**src/rtl/decode_uop_sequencer.sv**
```systemverilog
// Decoded-group to micro-op sequencer: normalises each accepted group into 1-2 uops,
// queues them in a small FIFO and issues one per cycle. Optional macro DECODE_SEQ_BYPASS_EN
// adds a zero-latency path from dec_* to uop_* when the FIFO is empty.

package decode_uop_pkg;
  typedef enum logic [3:0] {
    UOP_INT_ALU  = 4'd0,
    UOP_INT_MUL  = 4'd1,
    UOP_LD_U8    = 4'd2,
    UOP_LD_W     = 4'd3,
    UOP_ST_W     = 4'd4,
    UOP_BRANCH   = 4'd5,
    UOP_CAP_JUMP = 4'd6,
    UOP_LINK     = 4'd7
  } uop_tag_t;
endpackage

module decode_uop_sequencer
  import decode_uop_pkg::*;
#(
  parameter int DEPTH = 4,
  parameter int PC_W  = 24
) (
  input  logic                     clk,
  input  logic                     rst,
  input  logic                     flush,
  input  logic                     dec_valid,
  output logic                     dec_ready,
  input  logic                     dec_matched,
  input  uop_tag_t                 dec_tag0,
  input  uop_tag_t                 dec_tag1,
  input  logic [1:0]               dec_count,
  input  logic [PC_W-1:0]          dec_pc,
  output logic                     uop_valid,
  input  logic                     uop_ready,
  output uop_tag_t                 uop_tag,
  output logic [PC_W-1:0]          uop_pc,
  output logic                     uop_last,
  output logic                     uop_illegal,
  output logic [$clog2(DEPTH):0]   occupancy
);

  localparam int AW = $clog2(DEPTH);
  localparam int PW = AW + 1;

  typedef struct packed {
    uop_tag_t        tag;
    logic [PC_W-1:0] pc;
    logic            last;
    logic            illegal;
  } entry_t;

  localparam entry_t RST_ENTRY = '{UOP_INT_ALU, {PC_W{1'b0}}, 1'b0, 1'b0};

  entry_t          mem_q [DEPTH];
  entry_t          mem_d [DEPTH];
  logic [PW-1:0]   wr_ptr_q, wr_ptr_d;
  logic [PW-1:0]   rd_ptr_q, rd_ptr_d;

  logic [PW-1:0]   occ_s;
  logic [PW-1:0]   free_s;
  logic            empty_s;
  logic            accept_s;
  logic            grp_legal_s;
  logic            grp_pair_s;
  entry_t          e0_s, e1_s;
  entry_t          head_s;
  entry_t          out_s;
  entry_t          w0_s, w1_s;
  logic [1:0]      push_n_s;
  logic            byp_s;
  logic            pop_s;
  logic [AW-1:0]   wr_idx0_s, wr_idx1_s;

  assign occ_s     = wr_ptr_q - rd_ptr_q;
  assign free_s    = PW'(DEPTH) - occ_s;
  assign empty_s   = (occ_s == {PW{1'b0}});
  assign head_s    = mem_q[rd_ptr_q[AW-1:0]];
  assign wr_idx0_s = wr_ptr_q[AW-1:0];
  assign wr_idx1_s = wr_ptr_q[AW-1:0] + AW'(1);

  assign dec_ready = !rst && !flush && (free_s >= PW'(2));
  assign accept_s  = dec_valid && dec_ready;

  // Turn the incoming group into its first and (optional) second uop.
  always_comb begin
    grp_legal_s = dec_matched && ((dec_count == 2'd1) || (dec_count == 2'd2));
    grp_pair_s  = grp_legal_s && (dec_count == 2'd2);
    e0_s.pc      = dec_pc;
    e0_s.illegal = !grp_legal_s;
    e0_s.last    = !grp_pair_s;
    if (grp_legal_s) begin
      e0_s.tag = dec_tag0;
    end else begin
      e0_s.tag = UOP_INT_ALU;
    end
    e1_s.tag     = dec_tag1;
    e1_s.pc      = dec_pc;
    e1_s.last    = 1'b1;
    e1_s.illegal = 1'b0;
  end

  // Output selection, pop decision and what gets written into the FIFO this cycle.
  always_comb begin
`ifdef DECODE_SEQ_BYPASS_EN
    byp_s = empty_s && accept_s;
`else
    byp_s = 1'b0;
`endif
    uop_valid = !empty_s || byp_s;
    pop_s     = !empty_s && uop_ready;
    if (byp_s) begin
      out_s = e0_s;
    end else if (!empty_s) begin
      out_s = head_s;
    end else begin
      out_s = RST_ENTRY;
    end

    push_n_s = 2'd0;
    w0_s     = e0_s;
    w1_s     = e1_s;
    if (!accept_s) begin
      push_n_s = 2'd0;
    end else if (byp_s && uop_ready) begin
      // First uop leaves straight through; only its partner (if any) is queued.
      push_n_s = grp_pair_s ? 2'd1 : 2'd0;
      w0_s     = e1_s;
    end else begin
      push_n_s = grp_pair_s ? 2'd2 : 2'd1;
    end
  end

  // FIFO storage and pointer next-state; flush clears both pointers.
  always_comb begin
    mem_d    = mem_q;
    wr_ptr_d = wr_ptr_q;
    rd_ptr_d = rd_ptr_q;
    if (flush) begin
      wr_ptr_d = {PW{1'b0}};
      rd_ptr_d = {PW{1'b0}};
    end else begin
      if (push_n_s != 2'd0) begin
        mem_d[wr_idx0_s] = w0_s;
      end else begin
        mem_d[wr_idx0_s] = mem_q[wr_idx0_s];
      end
      if (push_n_s == 2'd2) begin
        mem_d[wr_idx1_s] = w1_s;
      end else begin
        mem_d[wr_idx1_s] = mem_q[wr_idx1_s];
      end
      wr_ptr_d = wr_ptr_q + PW'(push_n_s);
      if (pop_s) begin
        rd_ptr_d = rd_ptr_q + PW'(1);
      end else begin
        rd_ptr_d = rd_ptr_q;
      end
    end
  end

  // State registers with synchronous reset.
  always_ff @(posedge clk) begin
    if (rst) begin
      wr_ptr_q <= {PW{1'b0}};
      rd_ptr_q <= {PW{1'b0}};
      for (int i = 0; i < DEPTH; i++) begin
        mem_q[i] <= RST_ENTRY;
      end
    end else begin
      wr_ptr_q <= wr_ptr_d;
      rd_ptr_q <= rd_ptr_d;
      mem_q    <= mem_d;
    end
  end

  assign uop_tag     = out_s.tag;
  assign uop_pc      = out_s.pc;
  assign uop_last    = out_s.last;
  assign uop_illegal = out_s.illegal;
  assign occupancy   = occ_s;

endmodule

```
**config.mk**
```make
export PLATFORM = sky130hd
export DESIGN_NAME = decode_uop_sequencer
export DESIGN_NICKNAME = d
export VERILOG_FILES = /design/src/rtl/decode_uop_sequencer.sv
export SDC_FILE = /design/constraint.sdc
export NUM_CORES = 1
export LEC_CHECK = 0
export CAP_MARGIN = 20
export CORE_MARGIN = 10
export CORE_UTILIZATION = 65
export CTS_CLUSTER_DIAMETER = 100
export DETAILED_ROUTE_END_ITERATION = 8
export GPL_TIMING_DRIVEN = 0
export PLACE_DENSITY = 0.88
export SKIP_CTS_REPAIR_TIMING = 1
export SYNTH_ARGS = -nofsm -noshare
export SYNTH_HDL_FRONTEND = slang
export SYNTH_SLANG_ARGS = --single-unit
```
**constraint.sdc**
```tcl
create_clock -name clk -period 10.05 [get_ports clk]
set_input_delay 2.01 -clock clk [delete_from_list [all_inputs] [get_ports clk]]
set_output_delay 2.01 -clock clk [all_outputs]
set_load 0.02 [all_outputs]
```
---- Yosys cells after proc, flatten, opt, wreduce, memory -nomap -nowiden ----
Cells that the tools add are included.
storage, ports and cells
  bits in registers ....................... 126
  output and inout port bits .............. 35
  logic and storage cells ................. 76
cells by class
  add/subtract/negate cells ............... 5
  magnitude comparators ................... 6
  equal/unequal tests ..................... 3
  mux-type cells .......................... 24
  bitwise gates (word level) .............. 3
  reductions and logical operators ........ 17
operators with widths
  kind                                                                                 number
  120-bit bitwise mux                                                                  4
  120-bit two-way mux                                                                  3
  30-bit two-way mux                                                                   9
  30-bit binary-select mux with 2-bit select                                           3
  30-bit demux with 2-bit select                                                       2
  3-bit greater-or-equal comparator, second input constant                             3
  2-bit NOT with 3-bit output                                                          3
  1-bit logical AND                                                                    8
  3-bit by 1-bit < comparator with 1-bit output, second input constant                 2
  1-bit zero test                                                                      5
  2-bit equality test, second input constant                                           2
  2-bit two-way mux                                                                    2
  4-bit two-way mux                                                                    1
  3-bit by 1-bit adder with 3-bit output, second input constant                        1
  3-bit by 2-bit adder with 3-bit output                                               1
  3-bit by 2-bit greater-or-equal comparator with 1-bit output, second input constant  1
  3-bit zero test                                                                      1
  3-bit subtractor                                                                     1
  3-bit subtractor, first input constant                                               1
  2-bit by 1-bit adder with 2-bit output, second input constant                        1
  2-bit by 1-bit equality test with 1-bit output, second input constant                1
  2-bit nonzero test                                                                   1
  2-bit OR reduction                                                                   1
  1-bit logical OR                                                                     1

---- Depth between registers and ports, before layout ----
  word-level depth ........................ 11
  gate-level depth with buffers ........... 17

---- Least setup slack after synthesis ----
OpenSTA, ideal clock, no wires.
  path kind ............................... reg2out
  from .................................... register wr_ptr_q[0]
  to ...................................... output port dec_ready
  arrival time ............................ 3.114 ns
  data required time ...................... 8.040 ns
  slack ................................... 4.926 ns
  cell stages (with the launch flop) ...... 14
  path buffers ............................ 5
  path through ............................ dfxtp_1 buf_4 buf_4 buf_2 inv_1 ha_1 fa_1 xnor2_1 xor2_1 ha_1 nor3b_1 buf_2 clkbuf_1 nor2_1
between the ends
  word-level cells in the longest chain between the ends .. 4
RTL lines
  element                                                       line  RTL
  start: declaration                                            57    logic [PW-1:0] wr_ptr_q, wr_ptr_d;
  start signal: assignment                                      165   wr_ptr_q <= {PW{1'b0}};
  start signal: assignment                                      171   wr_ptr_q <= wr_ptr_d;
  3-bit subtractor                                              75    assign occ_s = wr_ptr_q - rd_ptr_q;
  3-bit subtractor                                              76    assign free_s = PW'(DEPTH) - occ_s;
  3-bit by 2-bit greater-or-equal comparator with 1-bit output  82    assign dec_ready = !rst && !flush && (free_s >= PW'(2));
  1-bit logical AND                                             82
  end: declaration                                              28    output logic dec_ready,
No other way between the ends.

---- Worst setup path after layout ----
Same ends and word-level chain as after synthesis.

==> flow_metrics.py <==
metrics = {
    "outcome": {
        "status": "finished clean",
    },
    "timing": {
        "slew_headroom": 0.259,
        "fin_skew_ns": 0.0101,
        "tns_ns": 0,
        "setup_viol": 0,
        "rsz0062_at_grt": "no",
        "fmax_mhz": 140,
        "finalCritPeriodShare": 0.709,
        "slew_viol_final": 0,
        "finalCriticalPeriod_ns": 7.13,
        "worst_pin_slew_ns": 1.11,
        "final-hold-violation-count": 0,
        "setup_slack_ns": 2.92,
    },
    "drt": {
        "drtIter0Drc": 1965,
        "routedWlPerCell_um": 28.8,
        "drt_first_pass_iters": 7,
        "drt-total-wl_um": 37100,
        "drcViolationCount": 0,
        "detail-route-antenna-nets": 0,
        "routed-via-count": 10398,
        "via_per_inst": 8.05,
    },
    "flow_run": {
        "drv_cap": 0,
    },
    "yosys": {
        "synth_edf_count": 0,
        "yosys_warnings": 0,
        "syn_area_per_cell_sq_um": 9.65,
        "synth_cell_types": 51,
        "synth_cells": 1004,
        "ys.flop_type": "dfxtp_1",
        "synth_area_sq_um": 9690,
        "synth_top_area_cell": "dfxtp_1",
        "synth_seq_area_share": 0.260,
        "synth.top_cell.area_share": 0.260,
        "async_flop_share": 0,
        "netlist_top_cells_area": "dfxtp_1 (26%), mux4_2 (21%), a311o_1 (9.0%)",
        "syn-num-nets": 1061,
        "ys_ff_latch": 126,
    },
    "critical_path": {
        "cp_cell_sequence": "buf_4 -> buf_4 -> buf_2 -> inv_1 -> ha_1 -> fa_1 -> xnor2_1 -> xor2_1 -> ha_1 -> nor3b_1 -> buf_2 -> clkbuf_1 -> nor2_1 -> clkdlybuf4s50_1",
        "r2r-end": "mem_q[48]",
        "worstSetupStartpointType": "register",
        "endpoint_kind": "output port",
        "path_delay_family": "buffers and inverters",
        "cpPeakStageDelay_ns": 0.56,
        "reg2reg_slack_ns": 4.80,
        "rr_worst_depth": 15,
        "crit_buf_inv": 7,
        "crit_arrival_ns": 5.12,
        "worstPathMaxFanout": 10,
        "worstPathRequired_ns": 8.04,
        "critPathKind": "reg -> out",
        "rr_startpoint": "wr_ptr_q[0]",
        "cp_slowest_cell": "clkdlybuf4s50_1",
    },
    "global_route": {
        "grt_first_pass_wirelength_um": 56900,
        "antenna_found_initial": 0,
        "grt_max_degree": 17,
        "grt_pass1_vias": 9972,
        "grt_use_total": 0.360,
        "grt_remaining_overflow": 0,
    },
    "clock_tree": {
        "insertion_delay_ns": 0.44,
        "clockBufferDepth": 2,
        "cts-buffers-inserted": 17,
        "tritoncts": "yes",
        "cts_root_buf": "clkbuf_16",
        "clk_pin_slew_ns": 0.06,
        "htree_levels": 4,
        "numClockSinks": 126,
    },
    "final_layout": {
        "n_antenna_cell": 0,
        "fillers": 1016,
        "drive_above_1_share": 0.162,
        "areaGrowthSynthToFinish_pct": 15.7,
        "final_cell_count_no_fill": 1291,
        "layout.nets": 1154,
    },
    "floorplan": {
        "rows": 44,
        "die_w_um": 142,
        "die_h_um": 142,
        "io_pins": 75,
        "coreArea_sq_um": 14600,
        "start_util": 0.664,
        "design.die.area_sq_um": 20200,
    },
    "placed_design": {
        "gp_congestion": 1.02,
        "post-place-ws_ns": 3.52,
        "placedCellCount": 1262,
        "io_buffer_count": 74,
        "hpwl_um": 24100,
    },
    "power": {
        "power_density_nw_per_um2": 118,
        "leakage_nw": 3.48,
        "ir_worst_vdd_mv": 0.135,
        "power_w": 0.00132,
    },
    "hold_path": {
        "min_path_cells": 2,
        "holdPathEnd": "mem_q[14]",
        "min-delay-path-class": "reg -> reg",
        "worstHoldStart": "mem_q[14]",
    },
}
## cells by family (layout without fill, tap and decap cells)
kind of cell             count (synthesis)  count (layout)  share of synthesized area
adder cells (fa/ha/maj)                 17              17                     0.0235
AND/OR/NAND/NOR                        304             304                      0.139
AO/OA/AOI/OAI                          316             316                      0.259
XOR/XNOR                                 5               5                    0.00452
flip-flops                             126             126                      0.260
buffers and inverters                  120             223                     0.0523
multiplexers                           116             116                      0.262
## how the worst max path moves through the flow
stage	start	to	cells past startpoint
global route	wr_ptr_q[0]	dec_ready	14
detailed placement	wr_ptr_q[0]	dec_ready	14
finish	wr_ptr_q[0]	dec_ready	14
CTS	wr_ptr_q[0]	dec_ready	14
global placement	wr_ptr_q[0]	dec_ready	14
floorplan	wr_ptr_q[0]	dec_ready	13
## cells in the final DEF (no fill, tap or decap), drive strengths merged, types with 26 or more instances in the layout
master / count
a221oi: 27
a311o: 87
and2: 40
clkbuf: 107
clkdlybuf4s50: 74
dfxtp: 126
mux4: 90
nand2: 92
nand3: 26
nor2: 123
o211ai: 84
o21ai: 56
## area by class of cell
cell class | count | area [sq um] | share of cell area
multi-input combinational | 758 | 6660 | 0.594
sequential | 126 | 2520 | 0.225
timing repair buffer | 74 | 741 | 0.0660
clock buffer | 21 | 460 | 0.0411
buffer | 105 | 450 | 0.0402
tap | 184 | 230 | 0.0205
clock inverter | 8 | 92.6 | 0.00826
inverter | 15 | 56.3 | 0.00502
## flip-flops by register name, summed over array words and instances, names as in the netlist
signal    cells
rd_ptr_q      3
wr_ptr_q      3
mem_q       120
## layer usage
layer  GRT usage  wire [um]  vias up
met3       0.127       6290      280
met4       0.221       2390        0
met5           0          0        -
met2       0.524      16100     1144
met1       0.447      12400     4802
li1            -          -     4172
## per-stage QoR
step                hold slack, ns  instance area (sq um)  utilization
floorplan                    0.480                   9690            -
finish                       0.530                  11200        0.769
global route                 0.550                  11200        0.769
global placement             0.507                  10700        0.731
detailed placement           0.515                  10700        0.731
CTS                          0.519                  11200        0.769
## synthesized netlist by cell type, drive strengths merged, types with 3 or more instances
master,count
a31o,25
nand2,92
nand3,26
a221oi,27
clkbuf,86
o211ai,84
xnor2,3
nor2,123
or3,5
and2,40
a221o,4
nor2b,4
dfxtp,126
a21oi,15
o31a,4
nand4,4
o21a,4
o21ai,56
mux2i,25
inv,14
buf,19
a311o,87
mux4,90
ha,15
## report_power, final
part | switching, W | internal, W | leakage, nW
logic | 0.000115 | 0.0000685 | 2.18
registers | 0.0000174 | 0.000513 | 1.02
clock network | 0.000237 | 0.000371 | 0.274
total | 0.000370 | 0.000953 | 3.48
## worst reg2reg max path: stages (launching register included)
cell	delay (ns)
dfxtp_1	0.44
buf_4	0.24
buf_4	0.29
buf_2	0.41
inv_1	0.25
ha_1	0.28
fa_1	0.39
xnor2_1	0.20
xor2_1	0.12
ha_1	0.31
nor3b_1	0.22
buf_2	0.32
clkbuf_1	0.57
o21ai_0	0.40
a31o_2	0.34
a221oi_1	0.35
Power figures use the tool's default switching activity.
